==> src/rtl/mult_div_unit.sv <==
// Multi-cycle multiply/divide unit owning the HI/LO pair: shift-add multiply,
// restoring divide, sign fix-up in a final cycle; MTHI/MTLO writes while idle.
module mult_div_unit #(
    parameter int WIDTH = 32
) (
    input  logic             clk,
    input  logic             rst,
    input  logic             start,
    input  logic [1:0]       op,
    input  logic [WIDTH-1:0] a,
    input  logic [WIDTH-1:0] b,
    input  logic             we_hi,
    input  logic             we_lo,
    input  logic [WIDTH-1:0] wdata,
    output logic             busy,
    output logic             done,
    output logic             div_zero,
    output logic [WIDTH-1:0] hi,
    output logic [WIDTH-1:0] lo
);

    localparam int CW = $clog2(WIDTH);

    typedef enum logic [1:0] {
        IDLE = 2'd0,
        CALC = 2'd1,
        FIX  = 2'd2
    } state_t;

    state_t             state_reg, state_next;
    logic [CW-1:0]      count_reg;
    logic               is_div_reg;
    logic               neg_q_reg;
    logic               neg_r_reg;
    logic [WIDTH-1:0]   a_raw_reg;
    logic [WIDTH-1:0]   operand_reg;
    logic [2*WIDTH-1:0] acc_reg;
    logic [WIDTH-1:0]   rem_reg;
    logic [WIDTH-1:0]   hi_reg, lo_reg;
    logic               busy_reg, done_reg, div_zero_reg;

    // Launch-time operand conditioning: magnitudes for signed ops
    logic               signed_op;
    logic [WIDTH-1:0]   a_mag, b_mag;

    assign signed_op = ~op[0];
    assign a_mag     = (signed_op && a[WIDTH-1]) ? -a : a;
    assign b_mag     = (signed_op && b[WIDTH-1]) ? -b : b;

    // One multiply iteration: conditional add of the multiplicand, then shift right
    logic [WIDTH:0]     mul_sum;
    logic [2*WIDTH-1:0] mul_next;

    assign mul_sum  = {1'b0, acc_reg[2*WIDTH-1:WIDTH]} + (acc_reg[0] ? {1'b0, operand_reg} : '0);
    assign mul_next = {mul_sum, acc_reg[WIDTH-1:1]};

    // One restoring-divide iteration; the dividend shifts out of acc_reg's low half
    // while quotient bits shift in behind it.
    logic [WIDTH:0]     rem_shift;
    logic [WIDTH:0]     rem_diff;
    logic               rem_neg;

    assign rem_shift = {rem_reg, acc_reg[WIDTH-1]};
    assign rem_diff  = rem_shift - {1'b0, operand_reg};
    assign rem_neg   = rem_diff[WIDTH];

    logic [WIDTH-1:0]   quot_raw;
    logic [2*WIDTH-1:0] prod_fixed;

    assign quot_raw   = acc_reg[WIDTH-1:0];
    assign prod_fixed = neg_q_reg ? -acc_reg : acc_reg;

    always_comb begin
        state_next = state_reg;
        case (state_reg)
            IDLE:    if (start) state_next = CALC;
            CALC:    if (count_reg == CW'(WIDTH - 1)) state_next = FIX;
            FIX:     state_next = IDLE;
            default: state_next = IDLE;
        endcase
    end

    always_ff @(posedge clk or posedge rst) begin
        if (rst) begin
            state_reg    <= IDLE;
            busy_reg     <= 1'b0;
            done_reg     <= 1'b0;
            div_zero_reg <= 1'b0;
        end else begin
            state_reg    <= state_next;
            busy_reg     <= (state_next != IDLE);
            done_reg     <= (state_reg == FIX);
            div_zero_reg <= (state_reg == FIX) && is_div_reg && (operand_reg == '0);
        end
    end

    always_ff @(posedge clk or posedge rst) begin
        if (rst) begin
            count_reg   <= '0;
            is_div_reg  <= 1'b0;
            neg_q_reg   <= 1'b0;
            neg_r_reg   <= 1'b0;
            a_raw_reg   <= '0;
            operand_reg <= '0;
            acc_reg     <= '0;
            rem_reg     <= '0;
            hi_reg      <= '0;
            lo_reg      <= '0;
        end else begin
            case (state_reg)
                IDLE: begin
                    if (we_hi) hi_reg <= wdata;
                    if (we_lo) lo_reg <= wdata;
                    if (start) begin
                        count_reg   <= '0;
                        is_div_reg  <= op[1];
                        neg_q_reg   <= signed_op && (a[WIDTH-1] ^ b[WIDTH-1]);
                        neg_r_reg   <= signed_op && a[WIDTH-1];
                        a_raw_reg   <= a;
                        operand_reg <= b_mag;
                        acc_reg     <= {{WIDTH{1'b0}}, a_mag};
                        rem_reg     <= '0;
                    end
                end
                CALC: begin
                    count_reg <= count_reg + 1'b1;
                    if (is_div_reg) begin
                        rem_reg <= rem_neg ? rem_shift[WIDTH-1:0] : rem_diff[WIDTH-1:0];
                        acc_reg <= {acc_reg[2*WIDTH-1:WIDTH], acc_reg[WIDTH-2:0], ~rem_neg};
                    end else begin
                        acc_reg <= mul_next;
                    end
                end
                FIX: begin
                    if (!is_div_reg) begin
                        hi_reg <= prod_fixed[2*WIDTH-1:WIDTH];
                        lo_reg <= prod_fixed[WIDTH-1:0];
                    end else if (operand_reg == '0) begin
                        // Divide by zero leaves the dividend in HI untouched by sign fix
                        hi_reg <= a_raw_reg;
                        lo_reg <= '1;
                    end else begin
                        hi_reg <= neg_r_reg ? -rem_reg : rem_reg;
                        lo_reg <= neg_q_reg ? -quot_raw : quot_raw;
                    end
                end
                default: ;
            endcase
        end
    end

    assign busy     = busy_reg;
    assign done     = done_reg;
    assign div_zero = div_zero_reg;
    assign hi       = hi_reg;
    assign lo       = lo_reg;

endmodule

==> config.mk <==
export PLATFORM = sky130hd
export DESIGN_NAME = mult_div_unit
export DESIGN_NICKNAME = d
export VERILOG_FILES = /design/src/rtl/mult_div_unit.sv
export SDC_FILE = /design/constraint.sdc
export NUM_CORES = 1
export LEC_CHECK = 0
export CORE_ASPECT_RATIO = 1.25
export CORE_MARGIN = 5
export CORE_UTILIZATION = 40
export DETAILED_ROUTE_END_ITERATION = 7
export GPL_TIMING_DRIVEN = 0
export PLACE_DENSITY = 0.65
export SLEW_MARGIN = 30
export SYNTH_ARGS = -nofsm -noshare
export SYNTH_HDL_FRONTEND = slang
export SYNTH_SLANG_ARGS = --single-unit
==> constraint.sdc <==
create_clock -name clk -period 10.5 [get_ports clk]
set_input_delay 1.575 -clock clk [delete_from_list [all_inputs] [get_ports clk]]
set_output_delay 1.575 -clock clk [all_outputs]
set_load 0.1 [all_outputs]
==> Yosys cells after proc, flatten, opt, wreduce, memory -nomap -nowiden <==
Index checks and enable logic that the tools add are counted.
{ "classes": {"n_bitwise": 3, "n_addsub": 8, "muxes": 26, "eq_ne": 8, "n_reduce_logical": 16} }
{ "op_table": {"columns": ["op", "n"], "rows": [
  ["2-to-1 mux 32 bit", 14],
  ["2-to-1 mux 64 bit", 3],
  ["one-hot mux 32 bit (2 select lines)", 3],
  ["negation 32 bit", 4],
  ["one-hot mux 64 bit (2 select lines)", 1],
  ["negation 64 bit", 1],
  ["adder 32 x 32 -> 33 bit", 1],
  ["subtractor 33 x 32 -> 33 bit", 1],
  ["zero test 32 bit", 1],
  ["!= test 2 bit, second input constant", 5],
  ["one-hot mux 5 bit (2 select lines)", 1],
  ["AND reduction 2 bit", 4],
  ["AND reduction 3 bit", 2],
  ["nonzero test 2 bit", 3],
  ["adder 5 x 1 -> 5 bit, second input constant", 1],
  ["equality test 5 bit, second input constant", 1],
  ["logical AND 1 bit", 5],
  ["2-to-1 mux 5 bit", 1],
  ["2-to-1 mux 2 bit", 2],
  ["one-hot mux 2 bit (2 select lines)", 1],
  ["equality test 2 x 1 -> 1 bit, second input constant", 1],
  ["equality test 2 bit, second input constant", 1],
  ["zero test 2 bit", 1],
  ["inverter 1 bit", 2],
  ["bitwise XOR 1 bit", 1]
]} }
{ "word_totals": {"inputBits": 103, "elab_cells": 76, "reg_bits": 237} }

==> Longest topological paths before layout <==
Gate-level depths: netlist (run 1).
{ "depth": {"depth_word": 5, "ltp_mapped": 15, "ltp_nobuf": 14} }

==> Worst setup path before layout (run 1) <==
OpenSTA, ideal clock, no wires.
{ "synth_timing": {"path_kind": "input to register", "start": "in b[10]", "end": "reg operand_reg[26]", "arrival_time_ns": 3.902, "path_slack_ns": 6.465, "setup_time_ns": 0.133, "path_stages": 8, "t_required_ns": 10.367, "cell_sequence": "or4_1 -> nor4_1 -> nand2b_1 -> or4_1 -> or3_1 -> o41ai_1 -> xor2_1 -> o21ai_0"} }
{ "synth_via": {"elab_chain_cells": 2} }
{ "synth_lines": {"columns": ["element", "line_no", "source"], "rows": [
  ["start: declaration", "11", "input logic [WIDTH-1:0] b,"],
  ["negation 32 bit", "48", "assign b_mag = (signed_op && b[WIDTH-1]) ? -b : b;"],
  ["2-to-1 mux 32 bit", "48", null],
  ["end signal: assignment", "120", "operand_reg <= b_mag;"],
  ["end: declaration", "36", "logic [WIDTH-1:0] operand_reg;"]
]} }
Every way passes these cells.
A chain may end at the register's enable or synchronous reset.

==> Worst setup path in the final report (run 1) <==
{ "layout_timing": {"start": "reg acc_reg[31]", "end": "reg rem_reg[17]"} }
{ "layout_via": {"elab_chain_cells": 4} }
{ "layout_lines": {"columns": ["element", "line_no", "source"], "rows": [
  ["start: declaration", "37", "logic [2*WIDTH-1:0] acc_reg;"],
  ["start signal: assignment", "121", "acc_reg <= {{WIDTH{1'b0}}, a_mag};"],
  ["start signal: assignment", "129", "acc_reg <= {acc_reg[2*WIDTH-1:WIDTH], acc_reg[WIDTH-2:0], ~rem_neg};"],
  ["start signal: assignment", "131", "acc_reg <= mul_next;"],
  ["subtractor 33 x 32 -> 33 bit", "64", "assign rem_diff = rem_shift - {1'b0, operand_reg};"],
  ["2-to-1 mux 32 bit", "128", "rem_reg <= rem_neg ? rem_shift[WIDTH-1:0] : rem_diff[WIDTH-1:0];"],
  ["2-to-1 mux 32 bit", "127", "if (is_div_reg) begin"],
  ["one-hot mux 32 bit (2 select lines)", "110", "case (state_reg)"],
  ["end signal: assignment", "128", null],
  ["end: declaration", "38", "logic [WIDTH-1:0] rem_reg;"]
]} }
Every way passes these cells. The select of a mux whose other input is x is not followed.

==> flow_summary.toml, run 1 <==
[critical_path]
critPathKind = "flip-flop to flip-flop"
worstRegToRegCells = 14
timing.critical_path.to_type = "flip-flop"
startpoint_type = "flip-flop"
worst-r2r-setup-slack_ns = 5.47
worst-endpoint-required_ns = 10.91
reg2reg_from = "acc_reg[31]$_DFFE_PP0P_"
arrival_ns = 5.44
timing.critical_path.fanout_max = 10
reg2reg_to = "rem_reg[17]$_DFFE_PP0P_"

[placed_design]
gp_routability_congestion = 1.035
detailedPlacementHpwl_mm = 51.42
setup_slack_at_placement_ns = 5.572
placed_cell_area_sq_um = 19660
port_buffer_count = 169
placed_cells_incl_taps = 2853

[sta]
finalHoldViolations = 0
holdWs_ns = 0.4783
unrepaired_setup_endpoints_after_global_routing = "no"
layout_worst_path_cycle_share = 0.4794
slew_violations = 0
maxClockFrequency_mhz = 198.7
final.setup.worst_slack_ns = 5.466
clock-skew-final_ns = 0.02499
report.final.setup_viol = 0
period_minus_slack_ns = 5.034
maxSlewHeadroom = 0.2839
worstMarginPinSlew_ns = 1.064

[synthesis]
ys_seq_elements = 237
post_synth_instance_area_sq_um = 17190
synth.yosys.seq_area_share = 0.3449
synth-async-reset-ratio = 1.000
synthFlopType = "sky130_fd_sc_hd__dfrtp_1"
net_count_after_synthesis = 2292
post_synth_inst_count = 2117
synth_enable_flop_cells = 0
total_of_warnings_raised_by_yosys = 0
syn_area_per_cell_sq_um = 8.122
post_synth_num_cell_types = 71

[routing]
route.detailed.vias_per_inst = 5.921
drt_first_pass_iters = 5
avgRoutedWirePerCell_um = 22.44
num_vias = 17180
route.detailed.drc = 0
drt_wl_total_mm = 65.13
drtAntennaViolNets = 0
detail_route.iter0.violations = 1320

[hold_path]
worstHoldEndpoint = "hi[2]$_DFFE_PP0P_"
worst_hold_path.num_cells = 2
hold_path_origin = "hi[2]$_DFFE_PP0P_"
hold_class = "flip-flop to flip-flop"

[run]
cap_viol_max_count = 0

[cells_and_area]
final_area_sq_um = 20630
design.final.nets = 2492
area_growth_pct = 20.00
instances_no_fill = 2902
largest_register_ffs = 64
antenna_cells = 0
drive_above_1_share = 0.03594

[power_and_ir_drop]
power_density_nw_per_um2 = 382.2
worst_ir_drop_vdd_mv = 0.3838
total_leakage_power_uw = 0.008631
post-layout-total-power_uw = 7885

[cts]
cts_inserted_buffers = 27
cts_hold_repair.buffers = 0
cts.root.buffer_cell = "sky130_fd_sc_hd__clkbuf_16"
cts.sink_count = 237
cts.clk_slew.worst_paths_ns = 0.06
worst_skew_pair.late_latency_ns = 0.57
cts_post_setup_buffers_inserted = 0
cts_max_level = 1
cts_buffer_depth = 3
cts_tree = "built"
ctsResizeCount = 0

[status]
run_status = "complete, no violations"

[die]
design.die.area_sq_um = 47260
core_area_sq_um = 42860
io_pins = 170
initial_core_util = 0.4012
die_w_um = 195.4
rows = 85
die_y_um = 241.8

[global_route]
initial_antenna_violation_count = 0
grt.overflow.total = 0
grt_pass1_wl_mm = 98.25
track_usage = 0.2622
grt_start_max_net_pins = 91
grt_pass1_vias = 16800
routing by layer:
metal  global-route usage  wire [um]  up-vias
li1                     -          -     7992
met5                    0          0        -
met3              0.03536       4346      203
met1               0.3154      25140     8218
met2               0.4406      30840      770
met4               0.1656       4802        0
cells in the final DEF, fill, tap and decap left out, types with 14 or more instances in the layout:
master | synthesis | routed
sky130_fd_sc_hd__a221oi_1 | 34 | 34
sky130_fd_sc_hd__o311ai_0 | 20 | 20
sky130_fd_sc_hd__xor2_1 | 100 | 100
sky130_fd_sc_hd__o41ai_1 | 15 | 15
sky130_fd_sc_hd__clkbuf_1 | 114 | 118
sky130_fd_sc_hd__inv_1 | 60 | 59
sky130_fd_sc_hd__clkdlybuf4s50_1 | 0 | 169
sky130_fd_sc_hd__ha_1 | 70 | 70
sky130_fd_sc_hd__nor2_1 | 105 | 105
sky130_fd_sc_hd__nor4_1 | 24 | 24
sky130_fd_sc_hd__nand3_1 | 40 | 40
sky130_fd_sc_hd__dfrtp_1 | 237 | 237
sky130_fd_sc_hd__or4_1 | 15 | 15
sky130_fd_sc_hd__o311a_1 | 22 | 22
sky130_fd_sc_hd__or3_1 | 16 | 16
sky130_fd_sc_hd__nor3_1 | 22 | 22
sky130_fd_sc_hd__xnor2_1 | 106 | 106
sky130_fd_sc_hd__a21o_1 | 35 | 35
sky130_fd_sc_hd__o22ai_1 | 33 | 33
sky130_fd_sc_hd__a21oi_1 | 89 | 89
sky130_fd_sc_hd__o31ai_1 | 43 | 43
sky130_fd_sc_hd__clkbuf_16 | 0 | 27
sky130_fd_sc_hd__nor2b_1 | 14 | 14
sky130_fd_sc_hd__nand2b_1 | 50 | 50
sky130_fd_sc_hd__nand2_1 | 380 | 380
sky130_fd_sc_hd__o21ai_0 | 270 | 270
sky130_fd_sc_hd__mux2i_1 | 35 | 35
critical path: stages (launching register included):
cell and delay, ns:
sky130_fd_sc_hd__dfrtp_1 0.32, sky130_fd_sc_hd__clkbuf_1 0.40, sky130_fd_sc_hd__inv_1 0.26, sky130_fd_sc_hd__ha_1 0.29, sky130_fd_sc_hd__fa_1 0.40, sky130_fd_sc_hd__nand2b_1 0.20, sky130_fd_sc_hd__a21o_1 0.19, sky130_fd_sc_hd__a211oi_1 0.54
sky130_fd_sc_hd__o211ai_1 0.15, sky130_fd_sc_hd__a31oi_1 0.42, sky130_fd_sc_hd__a221oi_1 0.16, sky130_fd_sc_hd__xor2_1 0.44, sky130_fd_sc_hd__clkbuf_1 0.73, sky130_fd_sc_hd__mux2i_1 0.26, sky130_fd_sc_hd__o21ai_0 0.10
synthesized netlist by cell type (all sizes together) (9+ instances only):
cell type,count,area share
o311ai,20,0.010
nor4,25,0.0095
or2,13,0.0047
ha,70,0.051
nor3,22,0.0064
o41ai,15,0.0076
a211oi,9,0.0039
nand2,380,0.083
nand2b,50,0.018
a21oi,89,0.026
xnor2,106,0.054
or4,17,0.0079
o311a,22,0.013
and3,9,0.0033
o22ai,33,0.012
inv,60,0.013
a21o,35,0.015
mux2i,35,0.020
or3,18,0.0069
and2,10,0.0036
o31ai,46,0.022
xor2,100,0.051
nand3,40,0.012
nor2b,14,0.0051
dfrtp,237,0.34
o21ai,280,0.082
nor2,105,0.023
clkbuf,115,0.025
a31oi,12,0.0044
buf,15,0.0038
a221oi,34,0.017
where the power goes:
part	total (uW)	internal, uW	switching (uW)
Combinational	4900	1660	3240
Sequential	1920	1360	565
Clock	1060	638	422
Total	7880	3660	4230
cells by family (layout without fill, tap and decap cells):
family                     after synthesis  count (layout)  synth area share
buffers and inverters                  190             410           0.04206
adders and majority gates               72              72           0.05327
DFF                                    237             237            0.3449
AOI/OAI and AO/OA                      654             654            0.2420
muxes                                   35              35           0.02038
and+or+nand+nor                        723             723            0.1925
xor gates and xnor gates               206             206            0.1049
final cells by class:
class	count	area, sq um
Fill cell	4179	22230
Multi-Input combinational cell	1690	10540
Sequential cell	237	5931
Timing Repair Buffer	171	1747
Clock buffer	37	773.2
Tap cell	565	706.9
Buffer	130	498.0
Inverter	60	232.7
Clock inverter	12	200.2
stage by stage:
stage          TNS, ns  utilization
5_1_grt              0       0.4814
2_1_floorplan        0            -
3_3_place_gp   -170.62       0.4571
4_1_cts              0       0.4813
3_5_place_dp         0       0.4586
6_report             0       0.4814
worst max path at each step:
stage               depth (start not counted)                          end  slack [ns]                    start
floorplan                                   1     a_raw_reg[0]$_DFFE_PP0P_        2.42                      rst
global placement                            2      rem_reg[22]$_DFFE_PP0P_       -0.75                      rst
detailed placement                          9  operand_reg[26]$_DFFE_PP0P_        5.57                     b[8]
CTS                                        14      rem_reg[17]$_DFFE_PP0P_        5.59  acc_reg[31]$_DFFE_PP0P_
global route                               15       acc_reg[0]$_DFFE_PP0P_        5.34  acc_reg[31]$_DFFE_PP0P_
finish                                     14      rem_reg[17]$_DFFE_PP0P_        5.47  acc_reg[31]$_DFFE_PP0P_
No activity file was read; power rests on OpenSTA's default activity.
==> run 2, diff against run 1 <==
PLACE_DENSITY = 0.68   (was 0.65)
clock period = 4.2 ns   (was 10.5 ns; I/O delays follow)
==> flow_summary.toml, run 2 (same netlist as run 1, synthesis figures left out) <==
[status]
run_status = "complete, no violations"

[routing]
route.detailed.vias_per_inst = 5.875
route.detailed.drc = 0
drt_wl_total_mm = 65.34
drt_first_pass_iters = 5
drtAntennaViolNets = 0
detail_route.iter0.violations = 1575
avgRoutedWirePerCell_um = 22.48
num_vias = 17070

[global_route]
grt_pass1_wl_mm = 99.17
grt_start_max_net_pins = 31
track_usage = 0.2654
initial_antenna_violation_count = 0
grt.overflow.total = 0
grt_pass1_vias = 16790

[cts]
cts_buffer_depth = 3
cts_max_level = 1
cts.clk_slew.worst_paths_ns = 0.06
cts_hold_repair.buffers = 0
ctsResizeCount = 7
cts.sink_count = 237
cts_inserted_buffers = 27
cts.root.buffer_cell = "sky130_fd_sc_hd__clkbuf_16"
cts_tree = "built"
worst_skew_pair.late_latency_ns = 0.56
cts_post_setup_buffers_inserted = 0

[placed_design]
detailedPlacementHpwl_mm = 52.14
gp_routability_congestion = 1.049
port_buffer_count = 169

[critical_path]
timing.critical_path.fanout_max = 8
crit_path_top_delay_cell = "sky130_fd_sc_hd__or4_1"
critPathKind = "flip-flop to flip-flop"
arrival_ns = 4.55
path_cells = "buf_2, or4_1, nor4b_1, nand4b_1, or3_4, or4b_4, o31ai_4, a21boi_1, xor2_1, o21ai_1, o311a_1"
timing.critical_path.to_type = "flip-flop"
worst-endpoint-required_ns = 4.70
startpoint_type = "flip-flop"
count_of_buffering_cells_on_the_critical_path_with_inverters_included = 1
critical-path-top-delay-family = "simple AND/OR/NAND/NOR gates"
crit_path_max_incr_delay_ns = 0.60

[sta]
maxClockFrequency_mhz = 246.9
finalHoldViolations = 0
period_minus_slack_ns = 4.050
report.final.setup_viol = 0
holdWs_ns = 0.4374
maxSlewHeadroom = 0.3193
unrepaired_setup_endpoints_after_global_routing = "no"
clock-skew-final_ns = 0.01514
slew_violations = 0
setup_total_negative_slack_ns = 0
layout_worst_path_cycle_share = 0.9644
worstMarginPinSlew_ns = 1.018

[die]
io_pins = 170
die_w_um = 195.4
rows = 85
initial_core_util = 0.4012
die_y_um = 241.8
core_area_sq_um = 42860
design.die.area_sq_um = 47260

[cells_and_area]
n_fill_cell = 4141
largest_register_ffs = 64
antenna_cells = 0
area_growth_pct = 20.46
layout_common_cells = "sky130_fd_sc_hd__nand2_1, sky130_fd_sc_hd__o21ai_0, sky130_fd_sc_hd__dfrtp_1, sky130_fd_sc_hd__clkdlybuf4s50_1, sky130_fd_sc_hd__clkbuf_1"
drive_above_1_share = 0.04314
register_area_sq_um = 5933
most_frequent_standard_cell_in_the_layout_excluding_fill_and_tap_cells = "sky130_fd_sc_hd__nand2_1"
finalCoreUtilization = 0.4833
multi_input_combinational_cell_area_sq_um = 10570
design.final.nets = 2498

[power_and_ir_drop]
seq_power_share = 0.245
cellInternalPower_uw = 8979
worst_ir_drop_vdd_mv = 1.055
total_leakage_power_uw = 0.008667
power_switching_uw = 10570
pwr-share-comb = 0.631
share_clk_of_total_power = 0.124
power_density_nw_per_um2 = 943.9
swShare = 0.5407

[hold_path]
hold_class = "input port to async pin"

[run]
cap_viol_max_count = 0
## run 2: path summary, 6_finish.rpt
check	from	to	depth (start not counted)	slack [ns]
setup reg to reg	acc_reg[12]$_DFFE_PP0P_	hi[5]$_DFFE_PP0P_	11	0.15
setup / recovery	acc_reg[12]$_DFFE_PP0P_	hi[5]$_DFFE_PP0P_	11	0.15
hold / removal	rst	acc_reg[11]$_DFFE_PP0P_	2	0.44
hold reg to reg	hi[12]$_DFFE_PP0P_	hi[12]$_DFFE_PP0P_	2	0.48
min in group clk	hi[12]$_DFFE_PP0P_	hi[12]$_DFFE_PP0P_	2	0.48
max in group asynchronous	rst	acc_reg[47]$_DFFE_PP0P_	6	2.62
## run 2: layer usage
metal / vias to the layer above / wire length, um / global-route usage
li1: 7984 / - / -
met1: 8100 / 25260 / 0.3249
met2: 788 / 30550 / 0.4374
met3: 201 / 4514 / 0.03578
met4: 0 / 5011 / 0.1715
met5: - / 0 / 0
## run 2: cell type report
cell class	count	share of cell area
Multi-Input combinational cell	1690	0.5104
Sequential cell	237	0.2865
Timing Repair Buffer	178	0.09110
Clock buffer	36	0.03667
Tap cell	565	0.03413
Buffer	129	0.02434
Inverter	60	0.01105
Clock inverter	11	0.005860
## run 2: worst register-to-register path, cell delays in order (launching register included)
cell and delay (ns):
sky130_fd_sc_hd__dfrtp_1 0.35, sky130_fd_sc_hd__buf_2 0.18, sky130_fd_sc_hd__or4_1 0.60, sky130_fd_sc_hd__nor4b_1 0.49
sky130_fd_sc_hd__nand4b_1 0.35, sky130_fd_sc_hd__or3_4 0.47, sky130_fd_sc_hd__or4b_4 0.56, sky130_fd_sc_hd__o31ai_4 0.24
sky130_fd_sc_hd__a21boi_1 0.22, sky130_fd_sc_hd__xor2_1 0.08, sky130_fd_sc_hd__o21ai_1 0.24, sky130_fd_sc_hd__o311a_1 0.21
## run 2: through the flow
| step | total power (uW) | std cells | cell area [sq um] | worst slack, ns |
|---|---|---|---|---|
| CTS | 19450 | 2906 | 20690 | 0.07051 |
| detailed placement | 16950 | 2860 | 19790 | -0.7286 |
| global placement | 16730 | 2851 | 19600 | -1.429 |
| global route | 20760 | 2906 | 20710 | 0.001272 |
| finish | 19550 | 2906 | 20710 | 0.1495 |
| floorplan | 13370 | 2117 | 17200 | 0.4641 |
## run 2: power groups by stage
stage	registers (uW)	clock network, uW	logic (uW)
2_1_floorplan	6480	0	6890
3_3_place_gp	4730	0	12000
3_5_place_dp	4770	0	12200
4_1_cts	4750	2450	12300
5_1_grt	4910	2540	13300
6_report	4790	2430	12300
==> run 3, diff against run 2 <==
CORE_MARGIN = unset   (was 5)
PLACE_DENSITY = 0.65   (was 0.68)
clock period = 3.95 ns   (was 4.2 ns; I/O delays follow)
==> flow_summary.toml, run 3 (same netlist as run 1, synthesis figures left out) <==
[status]
run_status = "complete, no violations"

[cells_and_area]
antenna_cells = 0
most_frequent_standard_cell_in_the_layout_excluding_fill_and_tap_cells = "sky130_fd_sc_hd__nand2_1"
layout_common_cells = "sky130_fd_sc_hd__nand2_1, sky130_fd_sc_hd__o21ai_0, sky130_fd_sc_hd__dfrtp_1, sky130_fd_sc_hd__clkdlybuf4s50_1, sky130_fd_sc_hd__clkbuf_1"
instances_no_fill = 2908
area_growth_pct = 21.34
finalCoreUtilization = 0.4938
drive_above_1_share = 0.04853
design.final.nets = 2505
largest_register_ffs = 64

[global_route]
grt_pass1_wl_mm = 99.36
grt_start_max_net_pins = 32
track_usage = 0.2955
initial_antenna_violation_count = 1
grt.overflow.total = 0
grt_pass1_vias = 16840

[critical_path]
crit_path_top_delay_cell = "sky130_fd_sc_hd__or4_4"
timing.critical_path.fanout_max = 6
worst-endpoint-required_ns = 4.46
path_cells = "or3_1, or3_1, clkbuf_2, or4_1, or4_4, or3b_4, nand2_1, xor2_1, o21ai_0, o311a_1"
timing.critical_path.to_type = "flip-flop"
critPathKind = "flip-flop to flip-flop"
startpoint_type = "flip-flop"
critical-path-top-delay-family = "simple AND/OR/NAND/NOR gates"
arrival_ns = 4.43
crit_path_max_incr_delay_ns = 0.57
timing.critical_path.mode_cell = "sky130_fd_sc_hd__or3_1"
count_of_buffering_cells_on_the_critical_path_with_inverters_included = 1

[power_and_ir_drop]
total_leakage_power_uw = 0.008743
worst_ir_drop_vdd_mv = 0.7483
power_density_nw_per_um2 = 1011

[cts]
cts_buffer_depth = 3
worst_skew_pair.late_latency_ns = 0.58
cts.clk_slew.worst_paths_ns = 0.06
cts_inserted_buffers = 27
cts.sink_count = 237
cts.root.buffer_cell = "sky130_fd_sc_hd__clkbuf_16"
cts_tree = "built"
cts_max_level = 1

[die]
io_pins = 170
design.die.area_sq_um = 43820
initial_core_util = 0.4070
rows = 84
die_w_um = 187.4
core_area_sq_um = 42250
die_y_um = 233.8

[sta]
period_minus_slack_ns = 3.918
slew_violations = 0
unrepaired_setup_endpoints_after_global_routing = "yes"
layout_worst_path_cycle_share = 0.9918
setup_total_negative_slack_ns = 0
maxClockFrequency_mhz = 255.2
holdWs_ns = 0.3259
report.final.setup_viol = 0
finalHoldViolations = 0
maxSlewHeadroom = 0.2818
worstMarginPinSlew_ns = 1.077
clock-skew-final_ns = 0.01794

[routing]
avgRoutedWirePerCell_um = 22.47
route.detailed.drc = 0
detail_route.iter0.violations = 1451
drt_wl_total_mm = 65.35
drt_first_pass_iters = 5
drtAntennaViolNets = 0
num_vias = 17250
route.detailed.vias_per_inst = 5.932

[placed_design]
gp_routability_congestion = 1.063
port_buffer_count = 169
placed_cells_incl_taps = 2855
detailedPlacementHpwl_mm = 51.56

[hold_path]
hold_class = "input port to async pin"

[run]
cap_viol_max_count = 0
## run 3: cell count changes in the layout (fill, tap and decap cells not counted), sizes merged
cell	change
buf	+9
bufinv	+2
clkinvlp	-2
inv	-1
## run 3: path summary, 6_finish.rpt
path	start	endpoint	slack, ns	cells past startpoint
worst max-delay path	acc_reg[23]$_DFFE_PP0P_	hi[23]$_DFFE_PP0P_	0.03	10
worst min-delay path	rst	acc_reg[9]$_DFFE_PP0P_	0.33	2
worst max register to register	acc_reg[23]$_DFFE_PP0P_	hi[23]$_DFFE_PP0P_	0.03	10
worst min register to register	lo[13]$_DFFE_PP0P_	lo[13]$_DFFE_PP0P_	0.48	2
max in group asynchronous	rst	lo[24]$_DFFE_PP0P_	2.59	6
min in group clk	lo[13]$_DFFE_PP0P_	lo[13]$_DFFE_PP0P_	0.48	2
## run 3: area by class of cell
class	instances	area, sq um
fill	4071	21390
buffer	129	513.0
clock buffer	38	757.0
sequential	237	5937
timing repair buffer	185	1967
clock inverter	10	160.2
multi-input combinational	1690	10600
inverter	60	232.7
tap	559	699.4
## run 3: repair_timing
item,4_1_cts,5_1_grt
endpoints found under the setup margin,37,42
buffers inserted,1,5
resized for setup,12,19
hold buffers,0,0
pin swaps,0,3
## run 3: stage by stage
step | worst slack [ns] | power [uW] | instance area [sq um]
after floorplan | 0.2516 | 14210 | 17200
after global placement | -1.589 | 17740 | 19590
after detailed placement | -0.9765 | 18010 | 19820
after CTS | 0.01081 | 20790 | 20770
after global routing | -0.05466 | 22350 | 20860
final | 0.03223 | 21090 | 20860
## run 3: report_power, final
part / switching, uW / internal (uW) / total (uW)
clock network: 1110 / 1590 / 2700
logic: 8720 / 4540 / 13300
registers: 1510 / 3620 / 5130
total: 11300 / 9750 / 21100
## run 3: per-layer routing
layer | global-route usage | routed length, um | vias to the layer above
met5 | 0 | 13 | -
met4 | 0.1941 | 4687 | 2
met3 | 0.03921 | 4138 | 195
met2 | 0.5057 | 30710 | 751
met1 | 0.3495 | 25800 | 8289
li1 | - | - | 8012
